===== config.mk =====
export PLATFORM = sky130hd
export DESIGN_NAME = uart_tx_frame_ctrl
export DESIGN_NICKNAME = d
export VERILOG_FILES = /design/src/rtl/uart_tx_frame_ctrl.sv
export SDC_FILE = /design/constraint.sdc
export NUM_CORES = 1
export LEC_CHECK = 0
export ABC_CLOCK_PERIOD_IN_PS = 2100
export CAP_MARGIN = 25
export CORE_MARGIN = 1.5
export CORE_UTILIZATION = 53
export CTS_CLUSTER_SIZE = 40
export DETAILED_ROUTE_END_ITERATION = 7
export PLACE_DENSITY = 0.77
export SLEW_MARGIN = 0
export SYNTH_ARGS = -nofsm -noshare
export SYNTH_HDL_FRONTEND = slang
export SYNTH_SLANG_ARGS = --single-unit

===== constraint.sdc =====
create_clock -name Clk -period 2.1 [get_ports Clk]
set_input_delay 0.315 -clock Clk [delete_from_list [all_inputs] [get_ports Clk]]
set_output_delay 0.315 -clock Clk [all_outputs]
set_load 0.02 [all_outputs]

===== src/rtl/uart_tx_frame_ctrl.sv =====
// UART transmit engine: valid/ready word intake, start + LSB-first data + optional parity
// + 1/2 stop bits on TX_OUT, bit timing from a per-frame latched prescale down-counter.
module uart_tx_frame_ctrl #(
    parameter int unsigned DATA_WIDTH     = 8,
    parameter int unsigned PRESCALE_WIDTH = 16
) (
    input  logic                      Clk,
    input  logic                      Reset,
    input  logic [DATA_WIDTH-1:0]     P_Data,
    input  logic                      D_Valid,
    output logic                      D_Ready,
    input  logic                      Parity_EN,
    input  logic                      Parity_Type,
    input  logic                      Stop2,
    input  logic [PRESCALE_WIDTH-1:0] Prescale,
    output logic                      TX_OUT,
    output logic                      busy,
    output logic                      Frame_Done
);

    localparam int unsigned BIT_W = $clog2(DATA_WIDTH);

    typedef enum logic [2:0] {
        S_IDLE   = 3'd0,
        S_START  = 3'd1,
        S_DATA   = 3'd2,
        S_PARITY = 3'd3,
        S_STOP   = 3'd4
    } state_t;

    state_t                    r_state;
    logic [DATA_WIDTH-1:0]     r_shift;
    logic [PRESCALE_WIDTH-1:0] r_presc;
    logic [PRESCALE_WIDTH-1:0] r_cnt;
    logic [BIT_W-1:0]          r_bit;
    logic                      r_par_en;
    logic                      r_par_bit;
    logic                      r_stop2;
    logic                      r_last_stop;

    logic w_xfer;
    logic w_tick;
    logic w_last_bit;
    logic w_presc_zero;
    logic w_enter_stop1;
    logic w_enter_last;

    assign w_xfer       = D_Valid & D_Ready;
    assign w_tick       = (r_cnt == '0);
    assign w_last_bit   = (r_bit == BIT_W'(DATA_WIDTH - 1));
    assign w_presc_zero = (r_presc == '0);

    always_comb begin
        w_enter_stop1 = 1'b0;
        w_enter_last  = 1'b0;
        if (w_tick) begin
            case (r_state)
                S_DATA: begin
                    w_enter_stop1 = w_last_bit & ~r_par_en & r_stop2;
                    w_enter_last  = w_last_bit & ~r_par_en & ~r_stop2;
                end
                S_PARITY: begin
                    w_enter_stop1 = r_stop2;
                    w_enter_last  = ~r_stop2;
                end
                S_STOP:  w_enter_last = ~r_last_stop;
                default: ;
            endcase
        end
    end

    // The final cycle of the last stop bit is spent in IDLE with Frame_Done high, so the
    // last stop bit runs one cycle short in STOP and a back-to-back word starts with no gap.
    always_ff @(posedge Clk) begin
        if (!Reset) begin
            r_state     <= S_IDLE;
            TX_OUT      <= 1'b1;
            busy        <= 1'b0;
            Frame_Done  <= 1'b0;
            D_Ready     <= 1'b1;
            r_shift     <= '0;
            r_presc     <= '0;
            r_cnt       <= '0;
            r_bit       <= '0;
            r_par_en    <= 1'b0;
            r_par_bit   <= 1'b0;
            r_stop2     <= 1'b0;
            r_last_stop <= 1'b0;
        end else begin
            Frame_Done <= 1'b0;
            case (r_state)
                S_IDLE: begin
                    TX_OUT <= 1'b1;
                    if (w_xfer) begin
                        r_state     <= S_START;
                        TX_OUT      <= 1'b0;
                        busy        <= 1'b1;
                        D_Ready     <= 1'b0;
                        r_shift     <= P_Data;
                        r_presc     <= Prescale;
                        r_cnt       <= Prescale;
                        r_par_en    <= Parity_EN;
                        r_par_bit   <= ^P_Data ^ Parity_Type;
                        r_stop2     <= Stop2;
                        r_last_stop <= 1'b0;
                        r_bit       <= '0;
                    end
                end
                S_START: begin
                    if (w_tick) begin
                        r_state <= S_DATA;
                        TX_OUT  <= r_shift[0];
                        r_shift <= r_shift >> 1;
                        r_bit   <= '0;
                        r_cnt   <= r_presc;
                    end else begin
                        r_cnt <= r_cnt - PRESCALE_WIDTH'(1);
                    end
                end
                S_DATA: begin
                    if (!w_tick) begin
                        r_cnt <= r_cnt - PRESCALE_WIDTH'(1);
                    end else if (!w_last_bit) begin
                        TX_OUT  <= r_shift[0];
                        r_shift <= r_shift >> 1;
                        r_bit   <= r_bit + BIT_W'(1);
                        r_cnt   <= r_presc;
                    end else if (r_par_en) begin
                        r_state <= S_PARITY;
                        TX_OUT  <= r_par_bit;
                        r_cnt   <= r_presc;
                    end
                end
                S_PARITY: begin
                    if (!w_tick) begin
                        r_cnt <= r_cnt - PRESCALE_WIDTH'(1);
                    end
                end
                S_STOP: begin
                    if (!w_tick) begin
                        r_cnt <= r_cnt - PRESCALE_WIDTH'(1);
                    end else if (r_last_stop) begin
                        r_state    <= S_IDLE;
                        TX_OUT     <= 1'b1;
                        busy       <= 1'b0;
                        D_Ready    <= 1'b1;
                        Frame_Done <= 1'b1;
                    end
                end
                default: begin
                    r_state <= S_IDLE;
                    TX_OUT  <= 1'b1;
                    busy    <= 1'b0;
                    D_Ready <= 1'b1;
                    r_cnt   <= '0;
                end
            endcase

            if (w_enter_last) begin
                TX_OUT <= 1'b1;
                if (w_presc_zero) begin
                    r_state    <= S_IDLE;
                    busy       <= 1'b0;
                    D_Ready    <= 1'b1;
                    Frame_Done <= 1'b1;
                end else begin
                    r_state     <= S_STOP;
                    r_cnt       <= r_presc - PRESCALE_WIDTH'(1);
                    r_last_stop <= 1'b1;
                end
            end else if (w_enter_stop1) begin
                r_state     <= S_STOP;
                TX_OUT      <= 1'b1;
                r_cnt       <= r_presc;
                r_last_stop <= 1'b0;
            end
        end
    end

endmodule


==> flow_metrics.py, run 1 <==
metrics = {
    "global_routing": {
        "grt_use_met3_pct": 6.919,
        "grt_antenna_before_repair": 0,
        "grt_max_degree": 24,
        "globalRouteOverflowTotal": 0,
        "vias_in_the_first_global_route": 4110,
        "global_route_wire_length_before_repair_um": 20870,
        "grtUsageMet1_pct": 48.22,
        "globalRouteTotalUtil_pct": 35.89,
        "gr-max-usage-layer": "met2",
        "global_route.usage.met2_pct": 58.07,
    },
    "route": {
        "post_detailed_route_drc_marker_count": 0,
        "wire_per_inst_um": 20.15,
        "drt_iter0_drc": 348,
        "wl_um": 14080,
        "via_per_inst": 6.415,
        "via_count": 4484,
        "drt_first_pass_iters": 5,
        "route.antenna.remaining_nets": 0,
    },
    "clocking": {
        "h-tree-depth": 2,
        "max-clock-path-buffers": 2,
        "cts_made_buffers": 5,
        "tritoncts": "built",
        "clock-root-buffer": "clkbuf_8",
        "number_of_clock_sinks_seen_by_cts": 54,
        "clock_network_latency_to_the_later_pin_of_the_worst_skew_pair_ps": 310,
        "worst_setup_hold_path_clk_slew_ps": 110,
    },
    "yosys": {
        "synthesis.nets": 522,
        "postSynthAreaPerCell_um2": 7.734,
        "synth-seq-area-share_pct": 28.76,
        "synth.top_cells.by_area": "dfxtp_1 (29%), nand2_1 (7.2%), a21oi_1 (6.8%), o21ai_0 (3.6%), a211oi_1 (3.0%)",
        "synth_cell_type_count": 73,
        "ys.flop_type": "dfxtp_1",
        "flops_latches_synth": 54,
        "synth_top_cell_area_share_pct": 28.76,
        "synth_area_um2": 3759,
        "main_combinational_cell_family_by_area_after_synthesis": "compound AO/OA/AOI/OAI gates",
        "synth_largest_area_cell": "dfxtp_1",
        "synthXorXnorAreaFrac_pct": 3.495,
        "muxShareOfSynthArea_pct": 2.663,
        "area_fraction_in_compound_gates_after_synthesis_pct": 29.26,
        "yosysWarningCount": 0,
        "adder_cell_fraction_of_synth_area_pct": 1.997,
        "synthCells": 486,
        "synthSimpleGateAreaFrac_pct": 28.03,
        "share_of_flip_flops_with_an_asynchronous_set_or_reset_pct": 0,
        "synth_edf_count": 0,
    },
    "floorplanning": {
        "core_area_um2": 6832,
        "ios": 34,
        "floorplan.die.width_um": 87.21,
        "die_area_um2": 7606,
        "initial_standard_cell_utilization_of_the_core_pct": 55.02,
        "die_height_um": 87.21,
        "floorplan_row_count": 30,
    },
    "run_status": {
        "outcome": "finished with violations",
        "violations": "setup timing",
    },
    "final_layout": {
        "n_antenna_cell": 0,
        "multi_input_comb_area_um2": 2638,
        "finish.cell_count_without_fillers": 699,
        "flip_flop_and_latch_area_um2": 1086,
        "utilization_pct": 76.12,
        "post_route_cells_drive_above_1_share_pct": 28.03,
        "area.growth.synth_to_final_pct": 38.35,
        "nNetsFinal": 638,
        "layout.filler_cells": 540,
    },
    "pwr": {
        "ir_drop_mv": 0.7291,
        "totalPowerFinal_w": 0.007700,
        "power.leakage_nw": 1.994,
        "powerDensity_nw_per_um2": 1481,
    },
    "timing": {
        "layout_worst_path_cycle_share_pct": 103.5,
        "final-hold-violation-count": 0,
        "setup_viol": 4,
        "final_period_minus_worst_setup_slack_ps": 2174,
        "fin_ws_ps": -73.63,
        "tightestPinTransition_ps": 439.1,
        "fmax_mhz": 460.1,
        "worst_clock_skew_ps": 13.95,
        "grt_setup_unrepaired": "true",
        "drv_slew": 0,
        "slew-limit-headroom_pct": 70.60,
    },
    "hold_path": {
        "hp_class": "flip-flop to flip-flop",
        "hold-path-cell-count": 2,
    },
    "setup_path": {
        "worst_ep_required_time_ps": 2330,
        "rr_worst_depth": 8,
        "cp_max_fanout": 5,
        "cp.arrival_ps": 2400,
        "critPathBufInv": 0,
        "critPathMostFrequentCell": "ha_4",
        "timing.critical_path.cells": "ha_4 -> ha_4 -> nor2b_4 -> o2111ai_4 -> or4_4 -> o211ai_2 -> nand4_1 -> a31oi_1",
        "worstSetupEndpointType": "flip-flop",
        "cp.depth": 8,
        "timing_worst_setup_path_type": "flip-flop to flip-flop",
        "cp-start-kind": "flip-flop",
        "critical_path_s_slowest_cell": "or4_4",
        "max_stage_delay_ps": 630,
        "critical-path-top-delay-family": "simple AND/OR/NAND/NOR gates",
    },
    "placed_design": {
        "post_detailed_placement_half_perimeter_wirelength_um": 10340,
        "number_of_placed_instances_with_taps_included": 678,
        "pre_cts_slack_ps": -27.62,
        "gp_congestion": 1.016,
        "place.port_buffers": 33,
    },
    "job": {
        "cap_viol_max_count": 0,
    },
}
[per-stage QoR]
step	area (um2)	hold WS [ps]	TNS, ps
floorplan	3766	432.7	0
global placement	4798	443.4	0
detailed placement	4798	451.1	-86.48
CTS	4962	464.9	-29.40
global route	5200	489.8	-863.0
finish	5200	463.8	-188.2
[worst register-to-register path: cells and delay by family (launching register included)]
family	cells	cell delay (ps)
adder cells (fa/ha/maj)	2	290
flip-flops	1	370
AND/OR/NAND/NOR	3	940
AO/OA/AOI/OAI	3	490
[cells in the mapped netlist (3+ instances only)]
| cell type | number |
|---|---|
| o31ai_1 | 3 |
| xor2_1 | 4 |
| ha_1 | 6 |
| a22oi_1 | 3 |
| nor4_1 | 4 |
| a211oi_1 | 15 |
| clkbuf_1 | 12 |
| a31oi_1 | 7 |
| or3b_2 | 3 |
| a21boi_0 | 3 |
| buf_2 | 14 |
| nand4b_1 | 3 |
| or3_1 | 5 |
| o221ai_1 | 7 |
| and2_1 | 4 |
| and3_1 | 4 |
| a21oi_1 | 51 |
| o2111ai_1 | 3 |
| inv_1 | 9 |
| nand2b_1 | 3 |
| o211ai_1 | 4 |
| nand2_1 | 72 |
| mux2i_1 | 10 |
| a41oi_1 | 4 |
| o21a_1 | 3 |
| nand4_1 | 8 |
| buf_6 | 4 |
| xnor2_1 | 11 |
| o21ai_0 | 27 |
| o22ai_1 | 5 |
| nor3_1 | 18 |
| o31a_1 | 6 |
| nand3_1 | 16 |
| a21o_1 | 3 |
| dfxtp_1 | 54 |
| nor2_1 | 30 |
[final timing paths]
path | slack (ps) | startpoint | end
worst max-delay path | -70 | r_bit[0] | r_cnt[6]
worst max register to register | -70 | r_bit[0] | r_cnt[6]
worst min-delay path | 460 | r_par_bit | r_par_bit
worst min register to register | 460 | r_par_bit | r_par_bit
[registers in the layout, summed over array words and instances, names as in the netlist]
register,count
r_stop2,1
r_bit,3
r_par_en,1
D_Ready,1
busy,1
Frame_Done,1
r_presc,16
r_state,3
r_shift,8
r_par_bit,1
TX_OUT,1
r_cnt,16
r_last_stop,1
[final cells by class]
type | instances | area share (%)
clock buffer | 6 | 1.588
clock inverter | 2 | 0.7459
inverter | 9 | 0.6497
multi-input combinational | 390 | 50.72
sequential | 54 | 20.89
tap | 96 | 2.310
timing repair buffer | 142 | 23.10
[metal layers]
metal / up-vias / wire, um / part of all wire, %
li1: 2058 / - / -
met1: 2098 / 5712 / 41
met2: 284 / 6561 / 47
met3: 44 / 1417 / 10
met4: 0 / 394 / 2.8
met5: - / 0 / 0
[layout by cell type (no fill, tap or decap), types with 7 or more instances in the layout]
master,Yosys,layout
nand2_1,72,71
buf_4,2,103
clkdlybuf4s50_1,0,33
dfxtp_1,54,50
nor2_1,30,28
nand4_1,8,8
nor3_1,18,17
a21oi_1,51,47
a31oi_1,7,7
a211oi_1,15,13
nand3_1,16,16
o21ai_0,27,23
xnor2_1,11,11
inv_1,9,9
mux2i_1,10,10
[cell families after synthesis]
| group | count (synthesis) |
|---|---|
| XOR/XNOR | 15 |
| AND/OR/NAND/NOR | 195 |
| buffers and inverters | 43 |
| AO/OA/AOI/OAI | 163 |
| flip-flops | 54 |
| multiplexers | 10 |
| adder cells (fa/ha/maj) | 6 |
[repair_timing]
item | 4_1_cts | 5_1_grt
pin swaps | 2 | 23
setup buffers | 3 | 9
gates resized for setup | 7 | 39
gates cloned | 0 | 1
endpoints found under the setup margin | 10 | 30
hold endpoints to repair | 0 | 0
hold buffers | 0 | 0
[power breakdown]
group	leakage, nW	internal (W)	switching [W]
Combinational	1.49	0.00240	0.00295
Clock	0.0618	0.000393	0.000379
Sequential	0.445	0.00130	0.000273
Total	1.99	0.00410	0.00360
No activity file was read; power rests on OpenSTA's default activity.
==> run 2: changes to the inputs <==
--- a/config.mk
+++ b/config.mk
@@ -11,6 +11,7 @@
 export CORE_UTILIZATION = 53
 export CTS_CLUSTER_SIZE = 40
 export DETAILED_ROUTE_END_ITERATION = 7
+export HOLD_SLACK_MARGIN = 0.1
 export PLACE_DENSITY = 0.77
 export SLEW_MARGIN = 0
 export SYNTH_ARGS = -nofsm -noshare
==> results of run 2 <==
Final layout, timing and power as in run 1 (identical DEF).
==> run 3: changes to the inputs <==
--- a/config.mk
+++ b/config.mk
@@ -13,6 +13,7 @@
 export DETAILED_ROUTE_END_ITERATION = 7
 export HOLD_SLACK_MARGIN = 0.1
 export PLACE_DENSITY = 0.77
+export SETUP_SLACK_MARGIN = 0.3
 export SLEW_MARGIN = 0
 export SYNTH_ARGS = -nofsm -noshare
 export SYNTH_HDL_FRONTEND = slang
==> run 3 against run 2 <==
The flow finishes with violations (DRC, setup timing). Sequential share of layout area down 1.4 points. Global-route usage up 6.2 points. Via count up 10%. First-iteration DRC count up 130%. Die area unchanged. Setup slack worse by 12 ps. Register-to-register slack about the same.
==> flow_metrics.py, run 3 (same netlist as run 1, synthesis figures left out) <==
metrics = {
    "pwr": {
        "power.leakage_nw": 2.160,
        "power.switching_w": 0.004204,
        "ir_drop_mv": 0.8631,
        "power.share.clock_pct": 8.9,
        "powerDensity_nw_per_um2": 1540,
        "p_sw_share_pct": 48.05,
        "share_seq_of_total_power_pct": 18.7,
        "totalPowerFinal_w": 0.008749,
        "internal_power_summed_over_all_cells_w": 0.004545,
        "comb_power_share_pct": 72.4,
    },
    "route": {
        "drt_iter0_drc": 793,
        "via_count": 4948,
        "drt_first_pass_iters": 8,
        "wire_per_inst_um": 22.66,
        "post_detailed_route_drc_marker_count": 28,
        "route.antenna.remaining_nets": 0,
        "via_per_inst": 6.920,
        "wl_um": 16200,
    },
    "floorplanning": {
        "die_height_um": 87.21,
        "ios": 34,
        "floorplan_row_count": 30,
        "floorplan.die.width_um": 87.21,
        "core_area_um2": 6832,
        "initial_standard_cell_utilization_of_the_core_pct": 55.02,
        "die_area_um2": 7606,
    },
    "final_layout": {
        "utilization_pct": 83.15,
        "post-route-cell-area_um2": 5680,
        "layout.filler_cells": 381,
        "finish.cell_count_without_fillers": 715,
        "largestRegisters": "r_cnt x16, r_presc x16, r_shift x8",
        "nNetsFinal": 654,
        "area.growth.synth_to_final_pct": 51.13,
        "post_route_cells_drive_above_1_share_pct": 37.96,
        "n_antenna_cell": 0,
        "layout_common_cells": "buf_4 (108), nand2_1 (70), a21oi_1 (42)",
        "layout_commonest_cell": "buf_4",
    },
    "timing": {
        "fmax_mhz": 457.5,
        "layout_worst_path_cycle_share_pct": 104.1,
        "worst_clock_skew_ps": 9.925,
        "drv_slew": 0,
        "slew-limit-headroom_pct": 71.35,
        "setup_viol": 6,
        "grt_setup_unrepaired": "true",
        "fin_ws_ps": -85.80,
        "setup_total_negative_slack_ps": -140.7,
        "tightestPinTransition_ps": 429.7,
        "final_period_minus_worst_setup_slack_ps": 2186,
        "final-hold-violation-count": 0,
    },
    "placed_design": {
        "place.port_buffers": 33,
        "number_of_placed_instances_with_taps_included": 678,
        "gp_congestion": 1.020,
        "postPlaceCellArea_um2": 4937,
        "post_detailed_placement_half_perimeter_wirelength_um": 10320,
    },
    "setup_path": {
        "critical_path_s_slowest_cell": "dfxtp_4",
        "worst-r2r-setup-slack_ps": -90,
        "cp.arrival_ps": 2430,
        "cp_max_fanout": 8,
        "critical-path-top-delay-family": "simple AND/OR/NAND/NOR gates",
        "cp-start-kind": "flip-flop",
        "timing_worst_setup_path_type": "flip-flop to flip-flop",
        "worst_ep_required_time_ps": 2340,
        "rr_worst_depth": 7,
        "critPathBufInv": 1,
        "r2r-end": "r_cnt[2]",
        "max_stage_delay_ps": 390,
        "worstSetupEndpointType": "flip-flop",
        "rr_startpoint": "r_cnt[15]",
        "timing.critical_path.cells": "nor4_4 -> and2_2 -> nand2_2 -> buf_4 -> o21ai_0 -> o221ai_1 -> and2_1",
    },
    "hold_path": {
        "min-delay-start": "r_shift[7]",
        "hp_class": "flip-flop to flip-flop",
        "hold-path-cell-count": 2,
        "min_delay_worst_endpoint": "r_shift[7]",
    },
    "global_routing": {
        "grt_max_degree": 40,
        "grt_antenna_before_repair": 0,
        "global_route_wire_length_before_repair_um": 24180,
        "globalRouteTotalUtil_pct": 42.12,
        "vias_in_the_first_global_route": 4553,
        "globalRouteOverflowTotal": 0,
    },
    "clocking": {
        "cts_made_buffers": 5,
        "clock-root-buffer": "clkbuf_8",
        "clock_network_latency_to_the_later_pin_of_the_worst_skew_pair_ps": 340,
        "worst_setup_hold_path_clk_slew_ps": 120,
        "cts-hold-fix-buffers": 0,
        "tritoncts": "built",
        "h-tree-depth": 2,
        "max-clock-path-buffers": 2,
        "number_of_clock_sinks_seen_by_cts": 54,
    },
    "run_status": {
        "outcome": "finished with violations",
        "violations": "DRC, setup timing",
    },
    "job": {
        "cap_viol_max_count": 0,
    },
}
## run 3: worst max-delay path by stage
stage,from,endpoint,depth (start not counted)
floorplan,r_bit[0],r_cnt[4],8
global placement,D_Valid,r_cnt[9],7
detailed placement,D_Valid,r_cnt[1],7
CTS,r_bit[0],r_cnt[2],8
global route,r_bit[0],r_cnt[11],8
finish,r_cnt[15],r_cnt[2],7
## run 3: per-stage QoR
stage / worst slack (ps) / hold WS [ps]
2_1_floorplan: 165.2 / 432.7
3_3_place_gp: 19.12 / 452.5
3_5_place_dp: -26.70 / 483.1
4_1_cts: 69.37 / 498.7
5_1_grt: -42.81 / 510.7
6_report: -85.80 / 493.0
## run 3: cell type report
cell class                 instances  area, um2  share of cell area, %
tap                               96      120.1                  2.115
clock inverter                     3      47.55                 0.8370
sequential                        54       1105                  19.45
clock buffer                       5      68.82                  1.211
timing repair buffer             157       1385                  24.38
multi-input combinational        391       2918                  51.37
inverter                           9      36.28                 0.6388
## run 3: layer usage
layer	vias up	wire, um	track usage [%]
met1	2264	5946	55.65
met2	446	6971	62.58
met3	139	2218	12.42
met5	-	0	0
li1	2099	-	-
met4	0	1067	20.78
## run 3: power by group through the flow
stage	registers [W]	logic, W	clock network, W
2_1_floorplan	0.00159	0.00295	0
3_3_place_gp	0.00158	0.00478	0
3_5_place_dp	0.00159	0.00483	0
4_1_cts	0.00159	0.00553	0.000760
5_1_grt	0.00165	0.00658	0.000816
6_report	0.00164	0.00633	0.000779
## run 3: worst register-to-register path, cell delays in order (launching register included)
cell and delay [ps]:
dfxtp_4 390, nor4_4 350, and2_2 370, nand2_2 230, buf_4 210, o21ai_0 210
o221ai_1 160, and2_1 170
## run 3: what timing repair did
action / in CTS / in global routing
buffers inserted: 22 / 5
endpoints found under the setup margin: 34 / 36
cloned: 2 / 0
pin swaps: 23 / 25
resized for setup: 53 / 46
